### src/rtl/uart_pixel_cmd_parser.sv
// uart_pixel_cmd_parser: decodes 7-byte UART packets into RGB565 pixel writes plus an ACK/NAK response byte
module uart_pixel_cmd_parser #(
  parameter int          TimeoutCycles = 27000,
  parameter logic [7:0]  SyncByte      = 8'hA5,
  parameter logic [7:0]  AckByte       = 8'h06,
  parameter logic [7:0]  NakByte       = 8'h15
) (
  input  logic        i_clk,
  input  logic        i_rst_n,
  input  logic        i_rx_valid,
  input  logic [7:0]  i_rx_byte,
  output logic        o_wr_valid,
  input  logic        i_wr_ready,
  output logic [16:0] o_wr_addr,
  output logic [15:0] o_wr_data,
  output logic        o_resp_valid,
  input  logic        i_resp_ready,
  output logic [7:0]  o_resp_byte,
  output logic        o_busy,
  output logic        o_err_timeout,
  output logic        o_overrun
);
  localparam int CW = $clog2(TimeoutCycles + 1);
  typedef enum logic [3:0] {IDLE, CMD, ADDR_H, ADDR_L, DATA_H, DATA_L, CSUM, WRITE, RESP} state_t;
  state_t state, next_state;
  logic [7:0]    cmd, csum, resp_byte;
  logic [15:0]   addr, data;
  logic [CW-1:0] cnt;
  logic          err_timeout, collecting, expire, csum_ok;
  assign collecting = state != IDLE && state != WRITE && state != RESP;
  assign expire     = collecting && !i_rx_valid && cnt == CW'(TimeoutCycles - 1);
  assign csum_ok    = i_rx_byte == csum;
  // state register
  always_ff @(posedge i_clk or negedge i_rst_n)
    if (!i_rst_n) state <= IDLE;
    else          state <= next_state;
  // next state: one byte per strobe, handshakes leave WRITE/RESP, timeout abandons a partial packet
  always_comb begin
    next_state = state;
    case (state)
      IDLE:    if (i_rx_valid && i_rx_byte == SyncByte) next_state = CMD;
      CMD:     if (i_rx_valid) next_state = ADDR_H;
      ADDR_H:  if (i_rx_valid) next_state = ADDR_L;
      ADDR_L:  if (i_rx_valid) next_state = DATA_H;
      DATA_H:  if (i_rx_valid) next_state = DATA_L;
      DATA_L:  if (i_rx_valid) next_state = CSUM;
      CSUM:    if (i_rx_valid) next_state = (csum_ok && cmd == 8'h01) ? WRITE : RESP;
      WRITE:   if (i_wr_ready) next_state = RESP;
      RESP:    if (i_resp_ready) next_state = IDLE;
      default: next_state = IDLE;
    endcase
    if (expire) next_state = IDLE;
  end
  // packet fields, running checksum, response byte and inter-byte timer
  always_ff @(posedge i_clk or negedge i_rst_n)
    if (!i_rst_n) begin
      cmd         <= '0;
      csum        <= '0;
      addr        <= '0;
      data        <= '0;
      resp_byte   <= '0;
      cnt         <= '0;
      err_timeout <= 1'b0;
    end else begin
      err_timeout <= expire;
      cnt         <= (!collecting || i_rx_valid || expire) ? '0 : cnt + 1'b1;
      if (i_rx_valid)
        case (state)
          IDLE:    if (i_rx_byte == SyncByte) csum <= '0;
          CMD:     begin cmd <= i_rx_byte;         csum <= csum ^ i_rx_byte; end
          ADDR_H:  begin addr[15:8] <= i_rx_byte;  csum <= csum ^ i_rx_byte; end
          ADDR_L:  begin addr[7:0] <= i_rx_byte;   csum <= csum ^ i_rx_byte; end
          DATA_H:  begin data[15:8] <= i_rx_byte;  csum <= csum ^ i_rx_byte; end
          DATA_L:  begin data[7:0] <= i_rx_byte;   csum <= csum ^ i_rx_byte; end
          CSUM:    resp_byte <= (csum_ok && cmd == 8'h00) ? AckByte : NakByte;
          default: ;
        endcase
      if (state == WRITE && i_wr_ready) resp_byte <= AckByte;
    end
  // outputs decoded from the registered state and fields
  always_comb begin
    o_wr_valid    = state == WRITE;
    o_resp_valid  = state == RESP;
    o_busy        = state != IDLE;
    o_overrun     = i_rx_valid && (state == WRITE || state == RESP);
    o_wr_addr     = {1'b0, addr};
    o_wr_data     = data;
    o_resp_byte   = resp_byte;
    o_err_timeout = err_timeout;
  end
endmodule
### config.mk
export PLATFORM = sky130hd
export DESIGN_NAME = uart_pixel_cmd_parser
export DESIGN_NICKNAME = d
export VERILOG_FILES = /design/src/rtl/uart_pixel_cmd_parser.sv
export SDC_FILE = /design/constraint.sdc
export NUM_CORES = 1
export LEC_CHECK = 0
export CAP_MARGIN = 15
export CORE_MARGIN = 2
export CORE_UTILIZATION = 57
export DETAILED_ROUTE_END_ITERATION = 10
export PLACE_DENSITY = 0.89
export SETUP_SLACK_MARGIN = 0.2
export SLEW_MARGIN = 5
export SYNTH_ARGS = -nofsm -noshare
export SYNTH_HDL_FRONTEND = slang
export SYNTH_SLANG_ARGS = --single-unit
### constraint.sdc
create_clock -name i_clk -period 2.6 [get_ports i_clk]
set_input_delay 0.26 -clock i_clk [delete_from_list [all_inputs] [get_ports i_clk]]
set_output_delay 0.26 -clock i_clk [all_outputs]
set_load 0.01 [all_outputs]
==> impl_metrics.toml, run 1 <==
[floorplanning]
die_w_um = 81.4
core_area_um2 = 5850
initial_core_util = 0.583
pin_count = 59
core.rowCount = 28
die_height_um = 81.4
dieArea_um2 = 6620

[detailed_routing]
vias = 2466
routed_wl_um = 7840
remaining_drc_errors = 0
via_per_inst = 5.71
antenna_left = 0
drtPass1Iterations = 4
wl_per_cell_um = 18.1
first_iter_violations = 104

[timing]
maxSlewViolCount = 0
hold_ws_ns = 0.113
fmax_ghz = 0.439
setup_slack_ns = 0.322
hold_viol_final = 0
setup_viol = 0
tightest_slew_ns = 0.880
fin_setup_tns_ns = 0
rsz0062_at_grt = "false"
finClkSkew_ns = 0.00801
fin_crit_sh = 0.876
fin_crit_ns = 2.28
maxSlewHeadroom = 0.413

[cts]
root_buffer = "clkbuf_8"
cts_max_level = 3
clk_pin_slew_worst_paths_ns = 0.07
cts_tree = "done"
numCtsBuffers = 9
clk_latency_ns = 0.35
cts_setup_buffers = 0
ctsHoldBuffers = 0
clock-sinks = 71
cts_buffer_depth = 2
cts_resized = 0

[global_routing]
grt_usage = 0.264
grt_overflow = 0
antenna_found_initial = 0
grt_pass1_vias = 2486
grt_max_degree = 72
grt_pass1_wl_um = 12700

[synth]
ys_ff_latch = 71
synth_flop_cell = "dfrtp_1"
synth.distinct_cells = 50
syn_inst = 297
synth_edf_count = 0
synthArstFlopShare = 1.00
avgSynthCellArea_um2 = 11.5
seq_area_frac_synth = 0.521
syn_area_um2 = 3410
synth_warnings = 0

[hold_path]
hp-class = "input port to asynchronous set/reset pin"

[critical_path]
r2r_slack_ns = 0.51
cp_data_arrival_time_ns = 2.02
crit_path_start_kind = "register"
worstRegToRegCells = 5
cp-end-kind = "primary output"
crit_fanout = 15
crit_required_ns = 2.34
r2r-start = "state[1]"
crit_type = "register to primary output"
r2r-end = "csum[7]"

[cells_and_area]
finalNetCount = 367
fillers = 399
diodes = 0
drive_gt1_frac = 0.224
syn2layout_area_growth_pct = 23.1
fin_area_um2 = 4200
utilization = 0.718
final_cell_count_no_fill = 432

[placement]
hpwl_um = 5270
place_congestion = 0.830
dpl.cell_count = 417
dpl_worst_slack_ns = 0.411
place.port_buffers = 53
post_dp_cell_area_um2 = 3990

[power]
p_leak_nw = 1.82
ir_worst_vdd_mv = 0.810
power_mw = 4.63
power_density_nw_per_um2 = 1100

[run]
max_cap_violations = 0

[run_status]
status = "complete, no violations"
[power breakdown]
part           internal [mW]  leakage, nW  total, mW  switching, mW
registers               1.52        0.894       1.86          0.331
logic                   1.02        0.821       1.81          0.793
clock network          0.533        0.105      0.955          0.422
[logic make-up after synthesis]
group           count (synthesis)  synth area share
compound gates                 36            0.0704
xor+xnor                       21            0.0539
fa+ha+maj                       1           0.00367
buf+inv                        34            0.0525
flops                          71             0.521
mux                            42             0.138
other cells                     1           0.00110
simple gates                   91             0.159
[cell usage after synthesis (2+ instances only)]
cell       count  share of area
a31oi_1        2         0.0037
buf_2         14          0.021
nor3_2         2         0.0059
buf_4          7          0.015
nand3_2        2         0.0059
nor3_1         4         0.0059
nor4_1         4         0.0073
nand3_1        8          0.012
o21ai_1        8          0.012
xnor2_1        7          0.018
xor2_1        14          0.036
mux2_2        41           0.14
nand2b_1      11          0.020
o2bb2ai_1      2         0.0051
nand4_1        3         0.0055
nand2_1        8         0.0088
nor2b_1        3         0.0055
nand4b_1       2         0.0051
nor2_1        29          0.032
a21o_1         2         0.0044
dfrtp_1       71           0.52
a21oi_1        4         0.0059
inv_1         11          0.012
o21ai_0       12          0.018
[critical path: stages, from the launching register on]
cell             delay (ns)
dfrtp_1                0.55
or4_4                  0.62
clkdlybuf4s50_1        0.49
[state kept, by name (all words and copies together), names as in the netlist]
register and count:
addr 16, cmd 8, cnt 15, csum 8, o_err_timeout 1, o_resp_byte 3, o_wr_data 16, state 4
[routing by layer]
layer	vias to the layer above	GRT usage	part of all wire
met5	-	0	0
met4	0	0.0915	0.019
met3	14	0.0867	0.059
met2	87	0.434	0.49
met1	1233	0.327	0.43
li1	1132	-	-
[placed cells by master, fill, tap and decap left out, types with 4 or more instances in the layout]
master and instances:
buf_4 11, nand2_1 8, dfrtp_1 71, nand2b_1 11, nor4_1 4, o21ai_0 12, mux2_2 41, nor2_1 29
a21oi_1 4, nor3_1 4, conb_1 5, clkdlybuf4s50_1 52, xnor2_1 7, clkbuf_8 9, inv_1 11, nand3_1 8
xor2_1 14, o21ai_1 8
[worst max path at each step]
stage,start,depth (start not counted),to
3_5_place_dp,i_rx_valid,4,cmd[4]
4_1_cts,state[1],3,o_overrun
2_1_floorplan,state[3],7,csum[0]
6_report,state[1],2,o_busy
3_3_place_gp,i_rx_byte[1],6,o_resp_byte[0]
5_1_grt,state[1],3,o_overrun
[cell type report]
type	count	area (um2)	area share
Sequential cell	71	1780	0.423
Multi-Input combinational cell	196	1470	0.350
Timing Repair Buffer	64	608	0.145
Clock buffer	9	124	0.0295
Tap cell	75	93.8	0.0223
Clock inverter	6	86.3	0.0206
Inverter	11	41.3	0.00983
No activity file was read; power rests on OpenSTA's default activity.
==> run 2: changes to the inputs <==
--- a/config.mk
+++ b/config.mk
@@ -7,9 +7,9 @@
 export LEC_CHECK = 0
 export CAP_MARGIN = 15
 export CORE_MARGIN = 2
-export CORE_UTILIZATION = 57
+export CORE_UTILIZATION = 53
 export DETAILED_ROUTE_END_ITERATION = 10
-export PLACE_DENSITY = 0.89
+export PLACE_DENSITY = 0.84
 export SETUP_SLACK_MARGIN = 0.2
 export SLEW_MARGIN = 5
 export SYNTH_ARGS = -nofsm -noshare
==> constraint.sdc (replaced) <==
create_clock -name i_clk -period 2.45 [get_ports i_clk]
set_input_delay 0.245 -clock i_clk [delete_from_list [all_inputs] [get_ports i_clk]]
set_output_delay 0.245 -clock i_clk [all_outputs]
set_load 0.01 [all_outputs]
==> run 2 against run 1 <==
- hold slack improved by 0.36 ns
- global-route usage decreased by 4.6 points
- routed wire length fell by 7.8%
- non-clock buffer count grew 3
- critical endpoint unchanged
- sequential power increased by 4%
- clock skew is essentially flat
- sequential cell count is the same
- largest power group unchanged
- die area rose by 7.2%
- worst setup slack worse by 0.039 ns
- combinational power rose by 7%
==> impl_metrics.toml, run 2 (synthesis results as in run 1) <==
[run_status]
status = "complete, no violations"

[cells_and_area]
regArea_um2 = 1780
syn2layout_area_growth_pct = 24.2
drive_gt1_frac = 0.238
fin_area_um2 = 4240
multi_input_area_um2 = 1480
final_cell_mix = "dfrtp_1, clkdlybuf4s50_1, mux2_2"
finalNetCount = 370
utilization = 0.675
fillers = 475
diodes = 0
final_common_cell = "dfrtp_1"

[detailed_routing]
routed_wl_um = 7220
first_iter_violations = 160
wl_per_cell_um = 16.5
drtPass1Iterations = 4
vias = 2456
via_per_inst = 5.61
antenna_left = 0
remaining_drc_errors = 0

[timing]
setup_viol = 0
rsz0062_at_grt = "false"
fin_setup_tns_ns = 0
maxSlewHeadroom = 0.532
hold_viol_final = 0
tightest_slew_ns = 0.702
fin_crit_ns = 2.17
setup_slack_ns = 0.284
fmax_ghz = 0.462
finClkSkew_ns = 0.00811
maxSlewViolCount = 0
fin_crit_sh = 0.884

[floorplanning]
core.rowCount = 29
initial_core_util = 0.543
die_w_um = 84.2
pin_count = 59
die_height_um = 84.2
dieArea_um2 = 7090
core_area_um2 = 6280

[power]
power_frac_seq = 0.407
combPwrFrac = 0.405
intPower_mw = 3.17
power_density_nw_per_um2 = 1130
ir_worst_vdd_mv = 0.811
power_mw = 4.77
clkPwrFrac = 0.188
sw_frac_of_total = 0.335
p_sw_mw = 1.60
p_leak_nw = 1.82

[global_routing]
antenna_found_initial = 0
grt_max_degree = 43
grt_pass1_wl_um = 12200
grt_usage = 0.218
grt_overflow = 0
grt_pass1_vias = 2431

[cts]
cts_buffer_depth = 2
cts_tree = "done"
cts_max_level = 3
clk_pin_slew_worst_paths_ns = 0.08
clock-sinks = 71
clk_latency_ns = 0.35
numCtsBuffers = 9
root_buffer = "clkbuf_8"
cts_setup_buffers = 0

[placement]
place_congestion = 0.833
hpwl_um = 5100
dpl_worst_slack_ns = 0.219
post_dp_cell_area_um2 = 4020
place.port_buffers = 53

[critical_path]
r2r_slack_ns = 0.45
cp_data_arrival_time_ns = 1.92
crit_fanout = 13
crit_type = "register to primary output"
cp-end-kind = "primary output"
crit_required_ns = 2.20
crit_path_start_kind = "register"

[hold_path]
hp-class = "input port to asynchronous set/reset pin"

[run]
max_cap_violations = 0
## run 2: changes by cell type in the layout (fill, tap and decap cells not counted), sizes merged
cell / delta
clkbuf: +3
buf: +2
bufinv: -2
clkinv: -1
clkinvlp: +1
dlygate4sd3: +1
## run 2: final timing paths
kind / start / end / cells past startpoint
worst max-delay path: state[0] / o_busy / 2
worst min-delay path: i_rst_n / cnt[3] / 2
worst max register to register: state[0] / csum[1] / 5
worst min register to register: o_resp_byte[2] / o_resp_byte[2] / 1
max in group asynchronous: i_rst_n / addr[11] / 3
min in group i_clk: o_resp_byte[2] / o_resp_byte[2] / 1
## run 2: worst max-delay path: stages (launching register included)
cell,delay [ns]
dfrtp_2,0.51
or4_4,0.57
clkdlybuf4s50_1,0.49
## run 2: layout make-up
| cell class | instances | share of cell area |
|---|---|---|
| clock buffer | 12 | 0.0390 |
| clock inverter | 4 | 0.00679 |
| inverter | 11 | 0.00975 |
| multi-input combinational | 196 | 0.349 |
| sequential | 71 | 0.420 |
| tap | 77 | 0.0227 |
| timing repair buffer | 67 | 0.152 |
## run 2: power by group through the flow
stage          clock [mW]  sequential (mW)  combinational [mW]
6_report            0.896             1.94                1.93
3_3_place_gp            0             1.93                1.89
5_1_grt             0.959             2.01                2.08
3_5_place_dp            0             1.95                1.93
4_1_cts             0.912             1.94                1.95
2_1_floorplan           0             1.99                1.00
## run 2: repair_timing
item | CTS | global route
setup endpoints to repair | 1 | 3
hold endpoints to repair | 29 | 0
gates resized for setup | 1 | 3
hold buffers | 1 | 0
## run 2: metrics by stage
stage,hold slack (ns),cells
after floorplan,-0.0506,301
after global placement,0.320,421
after detailed placement,0.328,421
after CTS,0.480,438
after global routing,0.499,438
final,0.473,438
## run 2: metal layers
layer	global-route usage	wire [um]	vias up
li1	-	-	1133
met5	0	0	-
met3	0.0728	570	14
met4	0.0689	127	0
met1	0.293	3160	1218
met2	0.338	3370	91
==> run 3: changes to the inputs <==
--- a/config.mk
+++ b/config.mk
@@ -11,7 +11,6 @@
 export DETAILED_ROUTE_END_ITERATION = 10
 export PLACE_DENSITY = 0.84
 export SETUP_SLACK_MARGIN = 0.2
-export SLEW_MARGIN = 5
 export SYNTH_ARGS = -nofsm -noshare
 export SYNTH_HDL_FRONTEND = slang
 export SYNTH_SLANG_ARGS = --single-unit
==> results of run 3 <==
No change in the layout: final DEF, timing and power equal those of run 2.
